===== config.mk =====
export PLATFORM = sky130hd
export DESIGN_NAME = counter_snapshot_ctrl_flat
export DESIGN_NICKNAME = d
export VERILOG_FILES = /design/src/rtl/counter_snapshot_pkg.sv /design/src/rtl/counter_snapshot_ctrl_if.sv /design/src/rtl/counter_snapshot_ctrl_timer.sv /design/src/rtl/counter_snapshot_ctrl.sv /design/src/flat_wrapper.sv
export SDC_FILE = /design/constraint.sdc
export NUM_CORES = 1
export LEC_CHECK = 0
export CAP_MARGIN = 20
export CORE_MARGIN = 4
export CORE_UTILIZATION = 55
export CTS_BUF_LIST = sky130_fd_sc_hd__clkbuf_16
export CTS_CLUSTER_DIAMETER = 40
export CTS_CLUSTER_SIZE = 20
export DETAILED_ROUTE_END_ITERATION = 16
export PLACE_DENSITY = 0.75
export SLEW_MARGIN = 20
export SYNTH_ARGS = -nofsm -noshare
export SYNTH_HDL_FRONTEND = slang
export SYNTH_HIERARCHICAL = 1
export SYNTH_SLANG_ARGS = --single-unit

===== constraint.sdc =====
create_clock -name clk -period 8.1 [get_ports clk]
set_input_delay 0.81 -clock clk [delete_from_list [all_inputs] [get_ports clk]]
set_output_delay 0.81 -clock clk [all_outputs]
set_load 0.05 [all_outputs]

===== src/rtl/counter_snapshot_pkg.sv =====
// Shared types and constants for the counter snapshot sequencer.
// The optional timer is enabled by defining COUNTER_SNAPSHOT_TIMER_EN.
package counter_snapshot_pkg;

    localparam int NCNT    = 4;
    localparam int LATENCY = 6;
    localparam int IDX_W   = 2;

    typedef enum logic [1:0] {
        IDLE    = 2'd0,
        CAPTURE = 2'd1,
        DELTA   = 2'd2,
        PUBLISH = 2'd3
    } state_e;

endpackage


===== src/rtl/counter_snapshot_ctrl_if.sv =====
// Bus bundle between the counter bank/host logic and the snapshot sequencer.
// The period field exists only when COUNTER_SNAPSHOT_TIMER_EN is defined.
interface counter_snapshot_ctrl_if #(
    parameter int size = 8
`ifdef COUNTER_SNAPSHOT_TIMER_EN
    ,
    parameter int per_w = 16
`endif
);
    import counter_snapshot_pkg::*;

    logic [size-1:0]  count0;
    logic [size-1:0]  count1;
    logic [size-1:0]  count2;
    logic [size-1:0]  count3;
    logic             sync_req;
    logic [IDX_W-1:0] rd_sel;
    logic [size-1:0]  rd_data;
    logic             ready;
    logic             busy;
    logic             overrun;
    logic             ovr_clr;
`ifdef COUNTER_SNAPSHOT_TIMER_EN
    logic [per_w-1:0] period;
`endif

    modport slave (
`ifdef COUNTER_SNAPSHOT_TIMER_EN
        input  period,
`endif
        input  count0, count1, count2, count3, sync_req, rd_sel, ovr_clr,
        output rd_data, ready, busy, overrun
    );

    modport master (
`ifdef COUNTER_SNAPSHOT_TIMER_EN
        output period,
`endif
        output count0, count1, count2, count3, sync_req, rd_sel, ovr_clr,
        input  rd_data, ready, busy, overrun
    );

endinterface


===== src/rtl/counter_snapshot_ctrl_timer.sv =====
// Free-running period timer: pulses o_expire every i_period clocks.
// A new period is adopted only on reload; a zero period keeps the timer parked at 0.
module snapshot_timer #(
    parameter int per_w = 16
)(
    input  logic             clk,
    input  logic             rst,
    input  logic [per_w-1:0] i_period,
    output logic             o_expire
);
    logic [per_w-1:0] r_cnt;
    logic [per_w-1:0] r_per;
    logic             w_hit;
    logic             w_reload;

    assign w_hit    = (r_per != '0) && (r_cnt == r_per - per_w'(1));
    // A parked timer reloads every cycle so a freshly written period is picked up at once.
    assign w_reload = (r_per == '0) || w_hit;
    assign o_expire = w_hit;

    always_ff @(posedge clk or posedge rst) begin
        if (rst) begin
            r_cnt <= '0;
            r_per <= '0;
        end else if (w_reload) begin
            r_cnt <= '0;
            r_per <= i_period;
        end else begin
            r_cnt <= r_cnt + per_w'(1);
        end
    end

endmodule


===== src/rtl/counter_snapshot_ctrl.sv =====
// Snapshot sequencer: captures four counters together, computes wrap-safe deltas
// one per cycle and publishes them atomically. Optional timer: COUNTER_SNAPSHOT_TIMER_EN.
module counter_snapshot_ctrl
    import counter_snapshot_pkg::*;
#(
    parameter int size = 8,
    parameter int ncnt = NCNT
`ifdef COUNTER_SNAPSHOT_TIMER_EN
    ,
    parameter int per_w = 16
`endif
)(
    input  logic                  clk,
    input  logic                  rst,
    counter_snapshot_ctrl_if.slave bus
);
    localparam logic [1:0] S_IDLE    = IDLE;
    localparam logic [1:0] S_CAPTURE = CAPTURE;
    localparam logic [1:0] S_DELTA   = DELTA;
    localparam logic [1:0] S_PUBLISH = PUBLISH;

    logic [1:0]       r_state;
    logic [1:0]       w_state_next;
    logic [IDX_W-1:0] r_idx;
    logic             r_ready;
    logic             r_busy;
    logic             r_overrun;
    logic             w_trig;
    logic [size-1:0]  w_count [ncnt];
    logic [size-1:0]  w_bank  [ncnt];

    assign w_count[0] = bus.count0;
    assign w_count[1] = bus.count1;
    assign w_count[2] = bus.count2;
    assign w_count[3] = bus.count3;

`ifdef COUNTER_SNAPSHOT_TIMER_EN
    logic w_tmr_expire;

    snapshot_timer #(
        .per_w (per_w)
    ) u_timer (
        .clk      (clk),
        .rst      (rst),
        .i_period (bus.period),
        .o_expire (w_tmr_expire)
    );

    assign w_trig = bus.sync_req | w_tmr_expire;
`else
    assign w_trig = bus.sync_req;
`endif

    always_comb begin
        w_state_next = r_state;
        case (r_state)
            S_IDLE:    if (w_trig) w_state_next = S_CAPTURE;
            S_CAPTURE: w_state_next = S_DELTA;
            S_DELTA:   if (r_idx == IDX_W'(NCNT - 1)) w_state_next = S_PUBLISH;
            S_PUBLISH: w_state_next = S_IDLE;
            default:   w_state_next = S_IDLE;
        endcase
    end

    always_ff @(posedge clk or posedge rst) begin
        if (rst) begin
            r_state   <= S_IDLE;
            r_idx     <= '0;
            r_ready   <= 1'b0;
            r_busy    <= 1'b0;
            r_overrun <= 1'b0;
        end else begin
            r_state <= w_state_next;
            r_busy  <= (w_state_next != S_IDLE);
            r_ready <= (r_state == S_PUBLISH);
            // A dropped trigger beats a simultaneous clear so no loss goes unreported.
            if (w_trig && (r_state != S_IDLE))
                r_overrun <= 1'b1;
            else if (bus.ovr_clr)
                r_overrun <= 1'b0;
            if (r_state == S_CAPTURE)
                r_idx <= '0;
            else if (r_state == S_DELTA)
                r_idx <= r_idx + IDX_W'(1);
        end
    end

    genvar gi;
    generate
        for (gi = 0; gi < ncnt; gi++) begin : g_lane
            logic [size-1:0] r_cap;
            logic [size-1:0] r_work;
            logic [size-1:0] r_prev;
            logic [size-1:0] r_bank;

            always_ff @(posedge clk or posedge rst) begin
                if (rst) begin
                    r_cap  <= '0;
                    r_work <= '0;
                    r_prev <= '0;
                    r_bank <= '0;
                end else begin
                    if (r_state == S_CAPTURE)
                        r_cap <= w_count[gi];
                    // Plain modulo subtraction makes the delta correct across counter wrap.
                    if ((r_state == S_DELTA) && (r_idx == IDX_W'(gi))) begin
                        r_work <= r_cap - r_prev;
                        r_prev <= r_cap;
                    end
                    if (r_state == S_PUBLISH)
                        r_bank <= r_work;
                end
            end

            assign w_bank[gi] = r_bank;
        end
    endgenerate

    assign bus.rd_data = w_bank[bus.rd_sel];
    assign bus.ready   = r_ready;
    assign bus.busy    = r_busy;
    assign bus.overrun = r_overrun;

endmodule


===== src/flat_wrapper.sv =====
// flat-port wrapper written by rule: the top's interface ports become plain ports
module counter_snapshot_ctrl_flat import counter_snapshot_pkg::*;
#(
    parameter int size = 8,
    parameter int ncnt = NCNT

)
  (clk, rst, bus_count0, bus_count1, bus_count2, bus_count3, bus_sync_req, bus_rd_sel, bus_ovr_clr, bus_rd_data, bus_ready, bus_busy, bus_overrun);
  counter_snapshot_ctrl_if #(.size(size)) bus_i ();
  input  logic clk;
  input  logic rst;
  input wire logic [$bits(bus_i.count0)-1:0] bus_count0;
  input wire logic [$bits(bus_i.count1)-1:0] bus_count1;
  input wire logic [$bits(bus_i.count2)-1:0] bus_count2;
  input wire logic [$bits(bus_i.count3)-1:0] bus_count3;
  input wire logic [$bits(bus_i.sync_req)-1:0] bus_sync_req;
  input wire logic [$bits(bus_i.rd_sel)-1:0] bus_rd_sel;
  input wire logic [$bits(bus_i.ovr_clr)-1:0] bus_ovr_clr;
  output wire logic [$bits(bus_i.rd_data)-1:0] bus_rd_data;
  output wire logic [$bits(bus_i.ready)-1:0] bus_ready;
  output wire logic [$bits(bus_i.busy)-1:0] bus_busy;
  output wire logic [$bits(bus_i.overrun)-1:0] bus_overrun;
  assign bus_i.count0 = bus_count0;
  assign bus_i.count1 = bus_count1;
  assign bus_i.count2 = bus_count2;
  assign bus_i.count3 = bus_count3;
  assign bus_i.sync_req = bus_sync_req;
  assign bus_i.rd_sel = bus_rd_sel;
  assign bus_i.ovr_clr = bus_ovr_clr;
  assign bus_rd_data = bus_i.rd_data;
  assign bus_ready = bus_i.ready;
  assign bus_busy = bus_i.busy;
  assign bus_overrun = bus_i.overrun;
  counter_snapshot_ctrl #(.size(size), .ncnt(ncnt)) u_core (.clk(clk), .rst(rst), .bus(bus_i));
endmodule

; ---- Yosys cells after proc, flatten, opt, wreduce, memory -nomap -nowiden
; Cells that the tools add are included.
[totals]
reg_bits = 135
out_inout_bits = 11
[classes]
addsub = 5
order_cmp = 1
n_eq_ne = 6
n_mux = 10
n_bitwise = 1
n_reduce_logical = 11
[ops]
columns = operator, n
row1 = subtractor 8 bit, 4
row2 = binary-select mux 8 bit (select 2 bit), 1
row3 = 2-to-1 mux 8 bit, 2
row4 = "equality test 2 bit, second input constant", 4
row5 = 2-to-1 mux 2 bit, 4
row6 = one-hot mux 2 bit (4 select lines), 1
row7 = nonzero test 2 bit, 4
row8 = logical AND 1 bit, 5
row9 = "equality test 2 x 1 -> 1 bit, second input constant", 2
row10 = logical NOT 2 bit, 2
row11 = "greater-or-equal comparator 3 bit, second input constant", 1
row12 = inverter 2 -> 3 bit, 1
row13 = "adder 2 x 1 -> 2 bit, second input constant", 1
row14 = 2-to-1 mux 1 bit, 2

; ---- Logic depth before layout (Yosys ltp)
[depth]
depth_word = 4
ltp_mapped = 9

; ---- Worst setup path after synthesis
; Ideal clock, no wire load.
[synth_timing]
path_type = input to output
startpoint = in bus_rd_sel[0]
endpoint = out bus_rd_data[0]
arrival_ps = 1727
required_time_ps = 7290
path_slack_ps = 5563
stages = 2
n_path_buf = 1
path_cell_list = buf_2 > mux4_2
[synth_between]
elab_chain_cells = 4
[synth_rtl]
columns = item, line
row1 = "start, declared", flat_wrapper.sv:17  ; input wire logic [$bits(bus_i.rd_sel)-1:0] bus_rd_sel;
row2 = inverter 2 -> 3 bit (implied by the code), counter_snapshot_ctrl.sv:119  ; assign bus.rd_data = w_bank[bus.rd_sel];
row3 = binary-select mux 8 bit (select 2 bit), counter_snapshot_ctrl.sv:119
row4 = 2-to-1 mux 8 bit (implied by the code) (2 in series), counter_snapshot_ctrl.sv:119
row5 = "end, declared", flat_wrapper.sv:19  ; output wire logic [$bits(bus_i.rd_data)-1:0] bus_rd_data;
; No other way between the ends. The select of a mux whose other input is x is not followed.

; ---- Worst setup path in the final report
[layout_timing]
startpoint = in bus_rd_sel[0]
endpoint = out bus_rd_data[6]
; Same word-level chain as after synthesis.

==> metrics.csv <==
metric,value,unit
globalRouteOverflowTotal,0,
finalHoldViolCount,0,
grt_util_met2,31.83,%
hold_path_end,u_core/g_lane[1].r_work[3],
cp_slowest_cell,clkdlybuf4s50_1,
cts_buffer_depth,2,
synth_flop_cell,dfrtp_1,
stdcell_area,7896,µm²
ys_async_sr_fraction,100.0,%
totalWireLength,12770,µm
dp_hpwl,8998,µm
grt_util_all_layers,19.70,%
ys_types,46,
nNetsFinal,689,
start_kind,input pin,
grt_max_degree,70,
required,7.29,ns
cts_resized,0,
max_cap_violations,0,
avgSynthCellArea,12.01,µm²
ios,49,
wl_per_cell,16.13,µm
cts_tree,built,
post-place-cells,760,
ant_nets,0,
cts_root_buffer,clkbuf_16,
grt_util_met1,26.07,%
r2r_end,u_core/g_lane[1].r_work[7],
power_density,467.1,nW/µm²
grt_first_pass_wirelength,22360,µm
start_util,56.26,%
postCtsSetupBuffers,0,
regToRegSetupSlack,5.31,ns
coreArea,12060,µm²
min_path_type,reg2reg,
finClkSkew,0.008638,ns
critPathLaunch,bus_rd_sel[0],
rsz0062_at_grt,no,
synth-edff-count,0,
drt_first_pass_iters,4,
gp_congestion,0.8654,
hold_depth,2,
grt_busiest_layer,met2,
area_growth,16.37,%
status,completed,
numClockSinks,135,
crit_top_cell,clkdlybuf4s50_1,
clock.fmax,0.2592,GHz
slew_violations,0,
drt-initial-drc-count,250,
place_area,7375,µm²
via_count,4421,
ys_seq_elements,135,
numCtsBuffers,17,
crit_path_max_incr_delay,0.89,ns
portBuffers,48,
finalCriticalPeriod,3.859,ns
htreeDepth,4,
worstSetupEndpointType,primary output,
synthCells,565,
setup_tns,0,ns
leakage,3.350,nW
drive_above_1_share,19.87,%
drc,0,
hold-worst-slack,0.4767,ns
power.total,3.688,mW
ir_drop,205.5,µV
syn_nets,643,
antenna_found_initial,0,
use_met3,5.081,%
postCtsHoldBufs,0,
worstMarginPinSlew,0.9832,ns
grt_pass1_vias,4551,
vias_per_cell,5.582,
insertion_delay,0.41,ns
worst-setup-path-type,in2out,
final-setup-viol-count,0,
finalNonFillerCells,792,
cp_max_fo,8,
yosys_warnings,6,
min_from,u_core/g_lane[1].r_work[3],
reg2regPathDepth,6,
row_count,40,
clk_pin_slew,0.05,ns
relSlewSlack,34.29,%
timing.rr.start,u_core/r_state[0],
die_y,119.1,µm
antennaDiodeCount,0,
post-route-period-util,47.64,%
cp_cell_sequence,clkdlybuf4s50_1 > mux4_2 > clkdlybuf4s50_1,
syn-cell-area,6785,µm²
arrival,3.05,ns
fp.dieW,119.1,µm
synth_seq_area_share,49.79,%
dieArea,14180,µm²
state kept, by name, indices dropped and copies added (netlist names):
| register | flops |
|---|---|
| u_core/g_lane.r_bank | 32 |
| u_core/g_lane.r_cap | 32 |
| u_core/g_lane.r_prev | 32 |
| u_core/g_lane.r_work | 32 |
| u_core/r_idx | 2 |
| u_core/r_state | 2 |
| u_core/bus.busy | 1 |
| u_core/bus.overrun | 1 |
| u_core/bus.ready | 1 |
cell type report:
| class | instances | area (µm²) |
|---|---|---|
| Fill cell | 931 | 4165 |
| Multi-Input combinational cell | 368 | 3139 |
| Clock buffer | 17 | 425.4 |
| Sequential cell | 135 | 3378 |
| Clock inverter | 15 | 96.34 |
| Timing Repair Buffer | 50 | 495.5 |
| Inverter | 39 | 151.4 |
| Tap cell | 168 | 210.2 |
cell families after synthesis:
| group | share of synthesized area, % |
|---|---|
| compound gates | 10.47 |
| simple gates | 9.441 |
| xor+xnor | 1.420 |
| mux | 17.08 |
| buf+inv | 3.983 |
| flops | 49.79 |
| fa+ha+maj | 7.819 |
worst max-delay path: cells and delay by family:
| family | cells | cell delay (ns) |
|---|---|---|
| buf+inv | 2 | 1.61 |
| mux | 1 | 0.62 |
cell usage in the layout, fill, tap and decap left out, types with 7 or more instances in the layout:
master             n
mux4_2             8
o21bai_1           8
mux2_2            84
ha_1              35
o21ai_0           37
clkinv_1           7
nor3b_1           14
nor3_1             9
nand2_1           41
inv_1             40
clkdlybuf4s50_1   48
o21a_1             8
a211oi_1           9
dfrtp_1          135
nor2b_1            7
xor2_1             7
a21oi_1           12
clkbuf_16         17
o211ai_1           8
stage by stage:
step / setup WS (ns) / utilization, %
after floorplan: 3.679 / -
after global placement: 4.240 / 61.14
after detailed placement: 4.219 / 61.14
after CTS: 4.217 / 65.47
after global routing: 4.148 / 65.47
final: 4.241 / 65.47
where the power goes:
group	switching (mW)	internal, mW	total (mW)
logic	0.921	0.832	1.75
registers	0.227	1.03	1.25
clock network	0.271	0.409	0.680
metal layers:
metal	wire length (µm)	vias up
met5	0	-
met4	181	0
met3	502	13
met2	6370	80
met1	5719	2195
li1	-	2133
synthesized netlist by cell type, types with 8 or more instances:
cell,instances,area (µm²)
mux4_2,8,180.2
inv_1,39,146.4
a211oi_1,9,67.56
ha_1,36,450.4
o211ai_1,8,60.06
nor3b_1,14,105.1
dfrtp_1,135,3378
a21oi_1,12,60.06
o21ai_0,37,185.2
nor3_1,9,45.04
o21bai_1,8,60.06
nand2_1,41,153.9
mux2_2,84,945.9
buf_2,12,60.06
o21a_1,8,60.06
worst max path at each step:
stage,endpoint,slack [ns],cells past startpoint
after floorplan,u_core/bus.busy,3.68,1
after global placement,bus_rd_data[7],4.24,3
after detailed placement,bus_rd_data[6],4.22,3
after CTS,bus_rd_data[6],4.22,3
after global routing,bus_rd_data[6],4.15,3
final,bus_rd_data[6],4.24,3
No activity file was read; power rests on OpenSTA's default activity.
